**src/rtl/trdb_branch_map_mr.sv**
```systemverilog
// ---------------------------------------------------------------------------
// trdb_branch_map_mr
//
// Multi-retire branch map for the trace encoder.
// Up to RETIRE_W branch outcomes are appended per cycle. A set bit means
// "not taken", and lane 0 is the oldest branch. When the live map fills, the
// completed map is moved into a one-entry valid/ready hand-off buffer. Any
// leftover branches from that cycle start a fresh live map, so the packet
// emitter can drain the snapshot without losing branches.
//
// Optional feature macro: BRANCH_PREDICT_EN
//   When defined, the ports predict_i and pbc_o are added. While the live map
//   is empty, correctly predicted branches are counted in pbc_o and are not
//   appended to the map.
//
// Ports
//   clk_i         clock
//   rst_i         asynchronous reset, active-high
//   valid_i       per-lane branch retired
//   taken_i       per-lane branch taken
//   predict_i     per-lane predicted taken            (BRANCH_PREDICT_EN)
//   pbc_o         predicted-branch counter, saturates (BRANCH_PREDICT_EN)
//   flush_i       live map consumed; clear it (acts this cycle)
//   map_o         live map
//   branches_o    live branch count, 0..MAP_LEN-1
//   empty_o       live count is zero
//   full_valid_o  completed map pending in the hand-off buffer
//   full_map_o    completed map snapshot
//   full_ready_i  emitter accepts the snapshot
//   overflow_o    sticky: a completed map was dropped (cleared by flush_i)
// ---------------------------------------------------------------------------
module trdb_branch_map_mr #(
    parameter int MAP_LEN  = 31,
    parameter int RETIRE_W = 2,
    parameter int PBC_W    = 16,
    localparam int CNT_W   = $clog2(MAP_LEN + 1)
) (
    input  logic                clk_i,
    input  logic                rst_i,
    input  logic [RETIRE_W-1:0] valid_i,
    input  logic [RETIRE_W-1:0] taken_i,
`ifdef BRANCH_PREDICT_EN
    input  logic [RETIRE_W-1:0] predict_i,
    output logic [PBC_W-1:0]    pbc_o,
`endif
    input  logic                flush_i,
    output logic [MAP_LEN-1:0]  map_o,
    output logic [CNT_W-1:0]    branches_o,
    output logic                empty_o,
    output logic                full_valid_o,
    output logic [MAP_LEN-1:0]  full_map_o,
    input  logic                full_ready_i,
    output logic                overflow_o
);

    // The working map is wide enough to hold a nearly full map plus one
    // cycle of retired lanes, so the spill-over bits need no special case.
    localparam int EXT_W = MAP_LEN + RETIRE_W;

    logic [MAP_LEN-1:0] map_q;
    logic [CNT_W-1:0]   cnt_q;
    logic               empty_q;
    logic               full_valid_q;
    logic [MAP_LEN-1:0] full_map_q;
    logic               overflow_q;

    logic [CNT_W:0]     base_cnt;
    logic [CNT_W:0]     sum_cnt;
    logic [EXT_W-1:0]   ext_map;
    logic               append_lane;
    logic               complete;
    logic [MAP_LEN-1:0] next_map;
    logic [CNT_W-1:0]   next_cnt;
    logic               accept;

`ifdef BRANCH_PREDICT_EN
    logic [PBC_W-1:0]   pbc_q;
    logic [PBC_W-1:0]   pbc_next;
    logic               hunting;
`endif

    // Lanes are compacted in lane order on top of the base map. A flush clears
    // the base in the same cycle, so this cycle's branches land at bit 0.
    always_comb begin
        base_cnt    = flush_i ? '0 : {1'b0, cnt_q};
        ext_map     = '0;
        ext_map[MAP_LEN-1:0] = flush_i ? '0 : map_q;
        sum_cnt     = base_cnt;
        append_lane = 1'b0;
`ifdef BRANCH_PREDICT_EN
        pbc_next = flush_i ? '0 : pbc_q;
        hunting  = (base_cnt == '0);
`endif
        for (int i = 0; i < RETIRE_W; i++) begin
            append_lane = valid_i[i];
`ifdef BRANCH_PREDICT_EN
            // Skip correctly predicted branches only while nothing has been
            // appended yet. The first mispredict ends the skipping.
            if (valid_i[i] && hunting) begin
                if (taken_i[i] == predict_i[i]) begin
                    append_lane = 1'b0;
                    if (pbc_next != '1) begin
                        pbc_next = pbc_next + PBC_W'(1);
                    end
                end else begin
                    hunting = 1'b0;
                end
            end
`endif
            if (append_lane) begin
                ext_map[sum_cnt] = ~taken_i[i];
                sum_cnt = sum_cnt + (CNT_W+1)'(1);
            end
        end

        // Once the map reaches MAP_LEN bits, the low MAP_LEN bits form the
        // snapshot and the spill-over bits become the new live map.
        complete = (sum_cnt >= (CNT_W+1)'(MAP_LEN));
        if (complete) begin
            next_map = MAP_LEN'(ext_map >> MAP_LEN);
            next_cnt = CNT_W'(sum_cnt - (CNT_W+1)'(MAP_LEN));
        end else begin
            next_map = ext_map[MAP_LEN-1:0];
            next_cnt = CNT_W'(sum_cnt);
        end

        // The buffer can take a new snapshot if it is empty or is being drained.
        accept = !full_valid_q || full_ready_i;
    end

    // Live map state and the hand-off buffer. A snapshot completed while the
    // buffer is still held is lost, and the loss is recorded in overflow.
    always_ff @(posedge clk_i or posedge rst_i) begin
        if (rst_i) begin
            map_q        <= '0;
            cnt_q        <= '0;
            empty_q      <= 1'b1;
            full_valid_q <= 1'b0;
            full_map_q   <= '0;
            overflow_q   <= 1'b0;
        end else begin
            map_q   <= next_map;
            cnt_q   <= next_cnt;
            empty_q <= (next_cnt == '0);

            if (complete && accept) begin
                full_valid_q <= 1'b1;
                full_map_q   <= ext_map[MAP_LEN-1:0];
            end else if (full_valid_q && full_ready_i) begin
                full_valid_q <= 1'b0;
            end

            if (complete && !accept) begin
                overflow_q <= 1'b1;
            end else if (flush_i) begin
                overflow_q <= 1'b0;
            end
        end
    end

`ifdef BRANCH_PREDICT_EN
    // Predicted-branch counter.
    always_ff @(posedge clk_i or posedge rst_i) begin
        if (rst_i) begin
            pbc_q <= '0;
        end else begin
            pbc_q <= pbc_next;
        end
    end

    assign pbc_o = pbc_q;
`endif

    assign map_o        = map_q;
    assign branches_o   = cnt_q;
    assign empty_o      = empty_q;
    assign full_valid_o = full_valid_q;
    assign full_map_o   = full_map_q;
    assign overflow_o   = overflow_q;

endmodule

```
**config.mk**
```make
export PLATFORM = sky130hd
export DESIGN_NAME = trdb_branch_map_mr
export DESIGN_NICKNAME = d
export VERILOG_FILES = /design/src/rtl/trdb_branch_map_mr.sv
export SDC_FILE = /design/constraint.sdc
export NUM_CORES = 1
export LEC_CHECK = 0
export ABC_AREA = 1
export ABC_CLOCK_PERIOD_IN_PS = 2290
export CELL_PAD_IN_SITES_DETAIL_PLACEMENT = 1
export CELL_PAD_IN_SITES_GLOBAL_PLACEMENT = 1
export CORE_MARGIN = 10
export CORE_UTILIZATION = 34
export CTS_CLUSTER_SIZE = 10
export DETAILED_ROUTE_END_ITERATION = 16
export PLACE_DENSITY_LB_ADDON = 0.1
export SLEW_MARGIN = 20
export SYNTH_ARGS = -nofsm -noshare
export SYNTH_HDL_FRONTEND = slang
export SYNTH_SLANG_ARGS = --single-unit
```
**constraint.sdc**
```tcl
create_clock -name clk_i -period 2.29 [get_ports clk_i]
set_input_delay 0.458 -clock clk_i [delete_from_list [all_inputs] [get_ports clk_i]]
set_output_delay 0.458 -clock clk_i [all_outputs]
set_load 0.03 [all_outputs]
```
Word level (Yosys, flattened, before mapping):

Index checks and enable logic that the tools add are counted.

* add/sub/neg operators: 3
* multipliers: 0
* divide/modulo/power cells: 0
* order comparisons: 5
* eq/ne operators: 0
* shifts and indexed selects: 0
* muxes and demuxes: 18
* bitwise operators: 2
* reduce and logical (&&, ||, !) cells: 11

Operator list (count)
* $bwmux 33: 2
* $mux 33: 2
* $mux 31: 2
* $demux 1 s6: 2
* $mux 6: 2
* $mux 5: 2
* $lt 5x7->1 const B: 1
* $lt 6x7->1 const B: 1
* $add 5x1->6 const B: 1
* $add 6x1->6 const B: 1
* $ge 6x1->1 const B: 1
* $ge 6x5->1 const B: 1
* $mux 1: 6
* $ge 5x1->1 const B: 1
* $logic_and 1x1->1: 5
* $logic_not 5->1: 1
* $sub 5x5->5 const B: 1
* $reduce_bool 2->1: 2
* $logic_not 1->1: 2
* $not 1->1: 2
* $logic_or 1x1->1: 1

* flip-flop bits (word level): 70
* latch bits: 0
* RAM bits: 0
* memory bits (read-only): 0
* input port bits: 8
* output and inout port bits: 70
* logic and storage cells: 45
* memories kept: 0

Logic depth before layout (Yosys ltp):

Gate-level depths: netlist of run 1.

* depth in word-level cells: 10
* mapped depth: 20
* gate-level depth less buffers: 19

Least setup slack after synthesis of run 1:

No wires, ideal clock.

* path kind: reg2reg
* start: register cnt_q[0], in the netlist branches_o[0]
* end: register full_map_q[19], in the netlist full_map_o[19]
* library setup time: 127 ps
* arrival: 2482 ps
* required time: 2163 ps
* slack: -319 ps
* stages on the path, launching flop included: 18
* buffers on the path: 1
* clock period less this slack: 2609 ps
* cell sequence: dfrtp_1 nand2_1 inv_2 nor2_1 nor2_4 inv_1 ha_1 nand2_1 o21ai_1 ha_1 inv_1 nor2_1 nand3_2 nand2_2 nand2_2 buf_2 nand2_1 o21ai_0

* longest elaborated chain between the ends: 9
* elaborated cells between the ends (all ways): 21
* classes of those cells: 2 x add/sub; 5 x order compare; 11 x mux; 3 x reduce/logical

RTL lines
* start: declaration: line 61 `logic [CNT_W-1:0] cnt_q;`
* start signal: assignment: line 143 `cnt_q <= next_cnt;`
* $mux 5 *: line 85 `base_cnt = flush_i ? '0 : {1'b0, cnt_q};`
* parallel branches: the longest is 8 deep, another holds $add 5x1->6
* end signal: assignment: line 148 `full_map_q <= ext_map[MAP_LEN-1:0];`
* end: declaration: line 64 `logic [MAP_LEN-1:0] full_map_q;`

Every way passes the cells marked *.
A chain may end at the register's enable or synchronous reset.

Worst setup path after layout of run 1:

* start: input port valid_i[0]
* end: register full_map_q[8], in the netlist full_map_o[8]

* longest elaborated chain between the ends: 7
* elaborated cells between the ends (all ways): 13
* classes of those cells: 1 x add/sub; 3 x order compare; 7 x mux; 2 x reduce/logical

RTL lines
* start: declaration: line 40 `input logic [RETIRE_W-1:0] valid_i,`
* parallel branches: the longest is 7 deep, another holds $add 6x1->6

Parallel ways; which one is timed is not known.

==> results of run 1 <==
flip-flops by register name (all words and copies together), names as in the netlist:
signal        flops
full_map_o       31
map_o            31
branches_o        5
empty_o           1
full_valid_o      1
overflow_o        1
cell usage in the layout, fill, tap and decap left out, types with 3 or more instances in the layout:
cell type        instances
o21ai_1                 21
buf_12                   4
dfrtp_1                 67
nor3_1                   4
nor2_2                   5
nand2_2                 29
nor2_4                   7
o21ai_0                 33
o211ai_1                23
bufinv_16                3
buf_16                   5
nor2_1                  50
inv_2                    8
o21ai_2                 11
clkbuf_16               11
nand3_1                  8
nand2_4                  6
nand4_1                  4
a31oi_1                  4
nand2_1                162
a21oi_1                  6
clkdlybuf4s50_1         75
buf_4                   70
inv_1                   46
final cells by class:
| cell class | count | area [um2] |
|---|---|---|
| clock inverter | 5 | 106 |
| sequential | 70 | 1760 |
| timing repair buffer | 160 | 1580 |
| inverter | 56 | 216 |
| fill | 1378 | 5220 |
| multi-input combinational | 389 | 2030 |
| clock buffer | 11 | 233 |
| tap | 143 | 179 |
worst max-delay path, delay by kind of cell:
kind / cells / cell delay [ns]
compound gates: 2 / 0.13
fa+ha+maj: 2 / 0.45
buf+inv: 5 / 0.69
simple gates: 9 / 0.80
how the worst min path moves through the flow:
stage,depth (start not counted),endpoint,startpoint,slack [ns]
after CTS,2,full_map_o[22]$_DFFE_PP0P_,rst_i,0.49
after global placement,2,full_map_o[19]$_DFFE_PP0P_,full_map_o[19]$_DFFE_PP0P_,0.47
final,2,overflow_o$_DFFE_PP0P_,overflow_o$_DFFE_PP0P_,0.48
after floorplan,1,branches_o[2]$_DFF_PP0_,rst_i,0.63
after detailed placement,2,overflow_o$_DFFE_PP0P_,overflow_o$_DFFE_PP0P_,0.47
after global routing,2,full_map_o[27]$_DFFE_PP0P_,full_map_o[27]$_DFFE_PP0P_,0.50
repair_timing:
action | CTS | global route
buffers inserted | 4 | 2
resized for setup | 13 | 41
setup endpoints to repair | 70 | 68
pin swaps | 1 | 13
cloned | 4 | 2
synthesized netlist by cell type, drive strengths merged:
cell type / n / area [um2]
xor2: 1 / 8.76
ha: 2 / 25.0
a22oi: 1 / 7.51
mux2i: 2 / 20.0
nor2: 62 / 285
nand3: 11 / 70.1
dfstp: 1 / 26.3
a21oi: 7 / 38.8
nor3: 5 / 30.0
nand3b: 1 / 7.51
a21boi: 1 / 7.51
nand2: 198 / 783
a211oi: 2 / 15.0
clkbuf: 8 / 30.0
buf: 12 / 71.3
o211ai: 23 / 173
inv: 56 / 213
dfrtp: 69 / 1730
a31oi: 4 / 25.0
nand4: 4 / 25.0
o21ai: 65 / 325
power groups by stage:
| stage | registers [mW] | logic, mW | clock network, mW |
|---|---|---|---|
| finish | 1.30 | 0.592 | 1.61 |
| global route | 1.30 | 0.646 | 1.69 |
| floorplan | 1.37 | 0.233 | 0 |
| CTS | 1.30 | 0.575 | 1.64 |
| detailed placement | 1.32 | 0.559 | 0 |
| global placement | 1.32 | 0.549 | 0 |
layer usage:
layer | track usage [%] | vias up | part of all wire (%)
met3 | 4.26 | 14 | 5.6
met4 | 5.49 | 0 | 1.3
met1 | 23.2 | 2084 | 43
met2 | 33.0 | 92 | 50
met5 | 0 | - | 0
li1 | - | 2029 | -
kinds of logic after synthesis:
kind of cell	after synthesis	synth area share, %
XOR/XNOR	1	0.224
flip-flops	70	44.8
multiplexers	2	0.512
buffers and inverters	76	8.02
adder cells (fa/ha/maj)	2	0.639
AND/OR/NAND/NOR	281	30.7
AO/OA/AOI/OAI	103	15.1
==> flow_summary_export.csv, run 1 <==
group,metric,value,unit
place,dpl.cell_count,806,
sta,fin_crit,2.33,ns
pwr,netSwitchingPower,0.927,mW
global_route,grt_pass1_wl,24.7,mm
floorplan,rows,39,
cts,ctsRootBufferMaster,"clkbuf_16",
place,io_buffer_count,77,
sta,max_slew_margin,69.9,%
logic_synthesis,syn_inst,535,
setup_path,crit_path_max_incr_delay,0.29,ns
sta,max_freq,429,MHz
logic_synthesis,ys_seq_area_share,44.8,%
setup_path,worstRegToRegCells,17,
floorplan,io_pins,78,
min_path,hold_class,"register to register",
pwr,p_total,3.50,mW
logic_synthesis,syn_area,3910,um2
setup_path,start_kind,"input pin",
setup_path,endpoint,"full_map_o[8]$_DFFE_PP0P_",
sta,min_period_over_period,102,%
sta,timing.hold.ws,0.484,ns
cts,cts.reportedPaths.clkPinSlew,0.05,ns
pwr,pwr_density_cell,573,nW/um2
cts,clock-sinks,70,
setup_path,path_class,"input pin to register",
sta,finalMaxSlewViolations,0,
cts,hold_buffers,0,
setup_path,path_cells,"dlygate4sd2_1 -> nand2_2 -> inv_2 -> nor2_2 -> nor2_4 -> inv_2 -> ha_4 -> nand2_2 -> o21ai_2 -> ha_2 -> inv_2 -> nor2_4 -> nand3_4 -> nand2_4 -> nand2_8 -> clkbuf_16 -> nand2_1 -> o21ai_1",
floorplan,core_area,11300,um2
route,drt_pass1_iterations,4,
floorplan,die_w,127,um
place,preCtsSetupSlack,-0.642,ns
sta,tightest_slew,0.450,ns
global_route,grt_usage,19.1,%
layout,final_area,6110,um2
setup_path,cp.arrival,2.55,ns
cts,cts_tree,"yes",
setup_path,reg2reg_to,"full_map_o[8]$_DFFE_PP0P_",
flow_run,cap_viol_max_count,0,
layout,insertedDiodeCount,0,
layout,fin_util,53.9,%
cts,htree_levels,3,
route,num_vias,4219,
global_route,antenna_found_initial,0,
pwr,clockPowerShare,46.0,%
place,gp_congestion,0.853,
pwr,power_leakage,2.86,nW
layout,nets,696,
cts,clk_path_buf_depth,2,
sta,setup_violations,27,
sta,clock_skew,0.00561,ns
cts,cts_buffers,9,
setup_path,cp_max_fo,8,
setup_path,worstSetupStartpoint,"valid_i[0]",
logic_synthesis,synth_nets,545,
logic_synthesis,ys_types,33,
global_route,grt_pass1_vias,4575,
setup_path,worstReg2RegStart,"branches_o[0]$_DFF_PP0_",
sta,finalHoldViolations,0,
setup_path,slowest_stage,"dlygate4sd2_1",
layout,area_growth_syn_to_layout,56.0,%
route,first_iter_violations,254,
cts,clk_latency,0.33,ns
floorplan,start_util,34.6,%
setup_path,r2r_slack,-0.03,ns
place,dpl-instance-area,5400,um2
pwr,peakVddDrop,0.327,mV
floorplan,die_area,16200,um2
pwr,switching_share,26.5,%
logic_synthesis,avgSynthCellArea,7.32,um2
logic_synthesis,yosys_register_bits,70,
layout,fin_cells,834,
outcome,status,"finished, violations left",
sta,finalWorstSetupSlack,-0.0398,ns
route,vias_per_cell,5.06,
logic_synthesis,yosys_warnings,0,
global_route,overflow,0,
floorplan,die_h,127,um
route,drt_wl_total,15.9,mm
setup_path,cp-end-kind,"register",
sta,rsz0062_at_grt,"yes",
sta,setup_tns,-0.513,ns
global_route,grt_max_degree,32,
pwr,seqPwrFrac,37.1,%
layout,layout-drive-gt1-share,25.5,%
route,drc,0,
place,dp_hpwl,10.8,mm
outcome,violations,"setup timing",
setup_path,crit_required,2.51,ns
pwr,p_int,2.57,mW
setup_path,cpMostUsedCell,"inv_2",
pwr,p_comb_share,16.9,%
route,wire_per_inst,19.0,um
route,ant_nets,0,
Note: power is estimated with default switching activity, not from simulation.
==> run 2: changes to the inputs <==
--- a/config.mk
+++ b/config.mk
@@ -10,5 +10,5 @@
 export CELL_PAD_IN_SITES_DETAIL_PLACEMENT = 1
 export CELL_PAD_IN_SITES_GLOBAL_PLACEMENT = 1
-export CORE_MARGIN = 10
+export CORE_MARGIN = 2
 export CORE_UTILIZATION = 34
 export CTS_CLUSTER_SIZE = 10
==> constraint.sdc (replaced) <==
create_clock -name clk_i -period 2.29 [get_ports clk_i]
set_input_delay 0.5725 -clock clk_i [delete_from_list [all_inputs] [get_ports clk_i]]
set_output_delay 0.5725 -clock clk_i [all_outputs]
set_load 0.03 [all_outputs]
==> run 2 against run 1 <==
  * The flow still finishes with violations (setup timing)
  * Fmax down 2.3%
  * Worst setup slack got worse by 0.054 ns
  * Via count up 1.0%
  * Wire length is 5.5% lower
  * Clock skew is 0.0014 ns higher
  * Non-clock buffer count grew 9
  * Combinational power is 6.1% higher
  * Clock-buffer cell count unchanged
  * Design area grew 1.2%
  * Final cell count up 1.1%
  * Core utilization grew 0.64 points
  * Power rose by 0.26%
  * Critical path type is now register to register
  * Largest cell class unchanged
  * Largest power group unchanged
==> flow_summary_export.csv, run 2 (synthesis gave the netlist of run 1 again) <==
group,metric,value,unit
layout,mostFrequentLayoutCell,"nand2_1",
sta,timing.hold.ws,0.490,ns
outcome,status,"finished, violations left",
place,dp_hpwl,9.67,mm
layout,final_cell_mix,"nand2_1 (161), buf_4 (82), clkdlybuf4s50_1 (75)",
layout,insertedDiodeCount,0,
sta,finalWorstSetupSlack,-0.0938,ns
floorplan,io_pins,78,
global_route,overflow,0,
pwr,peakVddDrop,0.303,mV
place,io_buffer_count,77,
setup_path,cp_max_fo,7,
route,wire_per_inst,17.8,um
sta,finalHoldViolations,0,
sta,finalMaxSlewViolations,0,
setup_path,slowest_stage,"dfrtp_2",
layout,nets,705,
layout,fin_cells,843,
cts,cts_buffers,9,
cts,cts.reportedPaths.clkPinSlew,0.06,ns
sta,max_slew_margin,73.5,%
route,num_vias,4262,
setup_path,cpMostUsedCell,"nor2_4",
place,dpl.cell_count,807,
route,drt_pass1_iterations,4,
floorplan,die_h,111,um
floorplan,die_area,12400,um2
sta,clock_skew,0.00705,ns
route,drt_wl_total,15.0,mm
layout,area_growth_syn_to_layout,57.9,%
global_route,grt_usage,24.0,%
global_route,antenna_found_initial,0,
setup_path,path_class,"register to register",
route,ant_nets,0,
setup_path,crit_path_max_incr_delay,0.48,ns
sta,rsz0062_at_grt,"yes",
min_path,hold_class,"register to register",
pwr,power_leakage,2.86,nW
floorplan,die_w,111,um
floorplan,rows,39,
setup_path,start_kind,"register",
sta,fin_crit,2.38,ns
setup_path,cp-end-kind,"register",
sta,min_period_over_period,104,%
cts,clock-sinks,70,
global_route,grt_pass1_vias,4414,
cts,clk_latency,0.35,ns
cts,clk_path_buf_depth,2,
global_route,grt_pass1_wl,23.3,mm
place,gp_congestion,0.907,
setup_path,path_cells,"nand2_8 -> inv_6 -> nor2_4 -> nor2_4 -> inv_2 -> ha_4 -> nand2_2 -> o21ai_2 -> ha_2 -> inv_2 -> nor2_4 -> nand3_4 -> nand2_4 -> nand2_8 -> clkbuf_16 -> nand2_2 -> o21ai_1",
global_route,grt_max_degree,71,
cts,cts_tree,"yes",
sta,setup_violations,51,
layout,num-fill-cells,1409,
cts,ctsRootBufferMaster,"clkbuf_16",
setup_path,cp.arrival,2.61,ns
route,first_iter_violations,216,
pwr,pwr_density_cell,568,nW/um2
route,drc,0,
sta,max_freq,419,MHz
outcome,violations,"setup timing",
flow_run,cap_viol_max_count,0,
setup_path,crit_required,2.52,ns
route,vias_per_cell,5.06,
cts,hold_buffers,0,
floorplan,start_util,34.6,%
layout,layout-drive-gt1-share,27.9,%
cts,htree_levels,3,
sta,tightest_slew,0.397,ns
floorplan,core_area,11300,um2
-- run 2: power breakdown --
| group | internal [mW] | switching [mW] |
|---|---|---|
| Combinational | 0.256 | 0.372 |
| Sequential | 1.27 | 0.0336 |
| Clock | 1.01 | 0.563 |
-- run 2: what timing repair did --
item / in CTS / in global routing
gates cloned: 3 / 1
resized for setup: 25 / 47
pin swaps: 11 / 16
endpoints found under the setup margin: 70 / 70
setup buffers: 11 / 5
-- run 2: final cells by class --
class	instances	area (um2)	share of cell area, %
clock inverters	5	81.3	1.32
clock buffers	11	253	4.09
well taps	143	179	2.90
repair buffers	169	1590	25.8
multi-input cells	389	2100	33.9
inverters	56	221	3.58
flip-flops and latches	70	1760	28.4
-- run 2: worst paths after layout --
path,startpoint,endpoint,slack [ns],depth (start not counted)
hold / removal,full_map_o[18]$_DFFE_PP0P_,full_map_o[18]$_DFFE_PP0P_,0.49,2
setup reg to reg,branches_o[0]$_DFF_PP0_,full_map_o[12]$_DFFE_PP0P_,-0.09,17
hold reg to reg,full_map_o[18]$_DFFE_PP0P_,full_map_o[18]$_DFFE_PP0P_,0.49,2
max in group asynchronous,rst_i,map_o[17]$_DFF_PP0_,1.29,3
min in group asynchronous,rst_i,map_o[26]$_DFF_PP0_,0.67,3
setup / recovery,branches_o[0]$_DFF_PP0_,full_map_o[12]$_DFFE_PP0P_,-0.09,17
-- run 2: per-stage QoR --
stage	TNS (ns)	util, %	cell area (um2)	total power [mW]	setup slack (ns)
global placement	-42.41	47.8	5410	1.87	-0.664
floorplan	-2.23	-	4010	1.62	-0.0710
global route	-10.12	54.6	6180	3.63	-0.214
finish	-2.98	54.6	6180	3.51	-0.0938
detailed placement	-49.28	47.8	5410	1.88	-0.796
CTS	-0.0109	52.6	5960	3.50	-0.0109
-- run 2: critical path, delay by kind of cell, from the launching register on --
family | cells | cell delay, ns
AOI/OAI and AO/OA | 2 | 0.13
adders and majority gates | 2 | 0.46
buffers and inverters | 4 | 0.38
DFF | 1 | 0.48
and+or+nand+nor | 9 | 0.80
-- run 2: routing by layer --
layer  vias up  part of all wire [%]  wire length, um  global-route usage, %
li1       2049                     -                -                      -
met1      2110                    44             6610                   31.4
met2        89                    51             7670                   41.6
met3        14                   3.6              536                   3.28
met4         0                   1.2              176                   7.00
met5         -                     0                0                      0
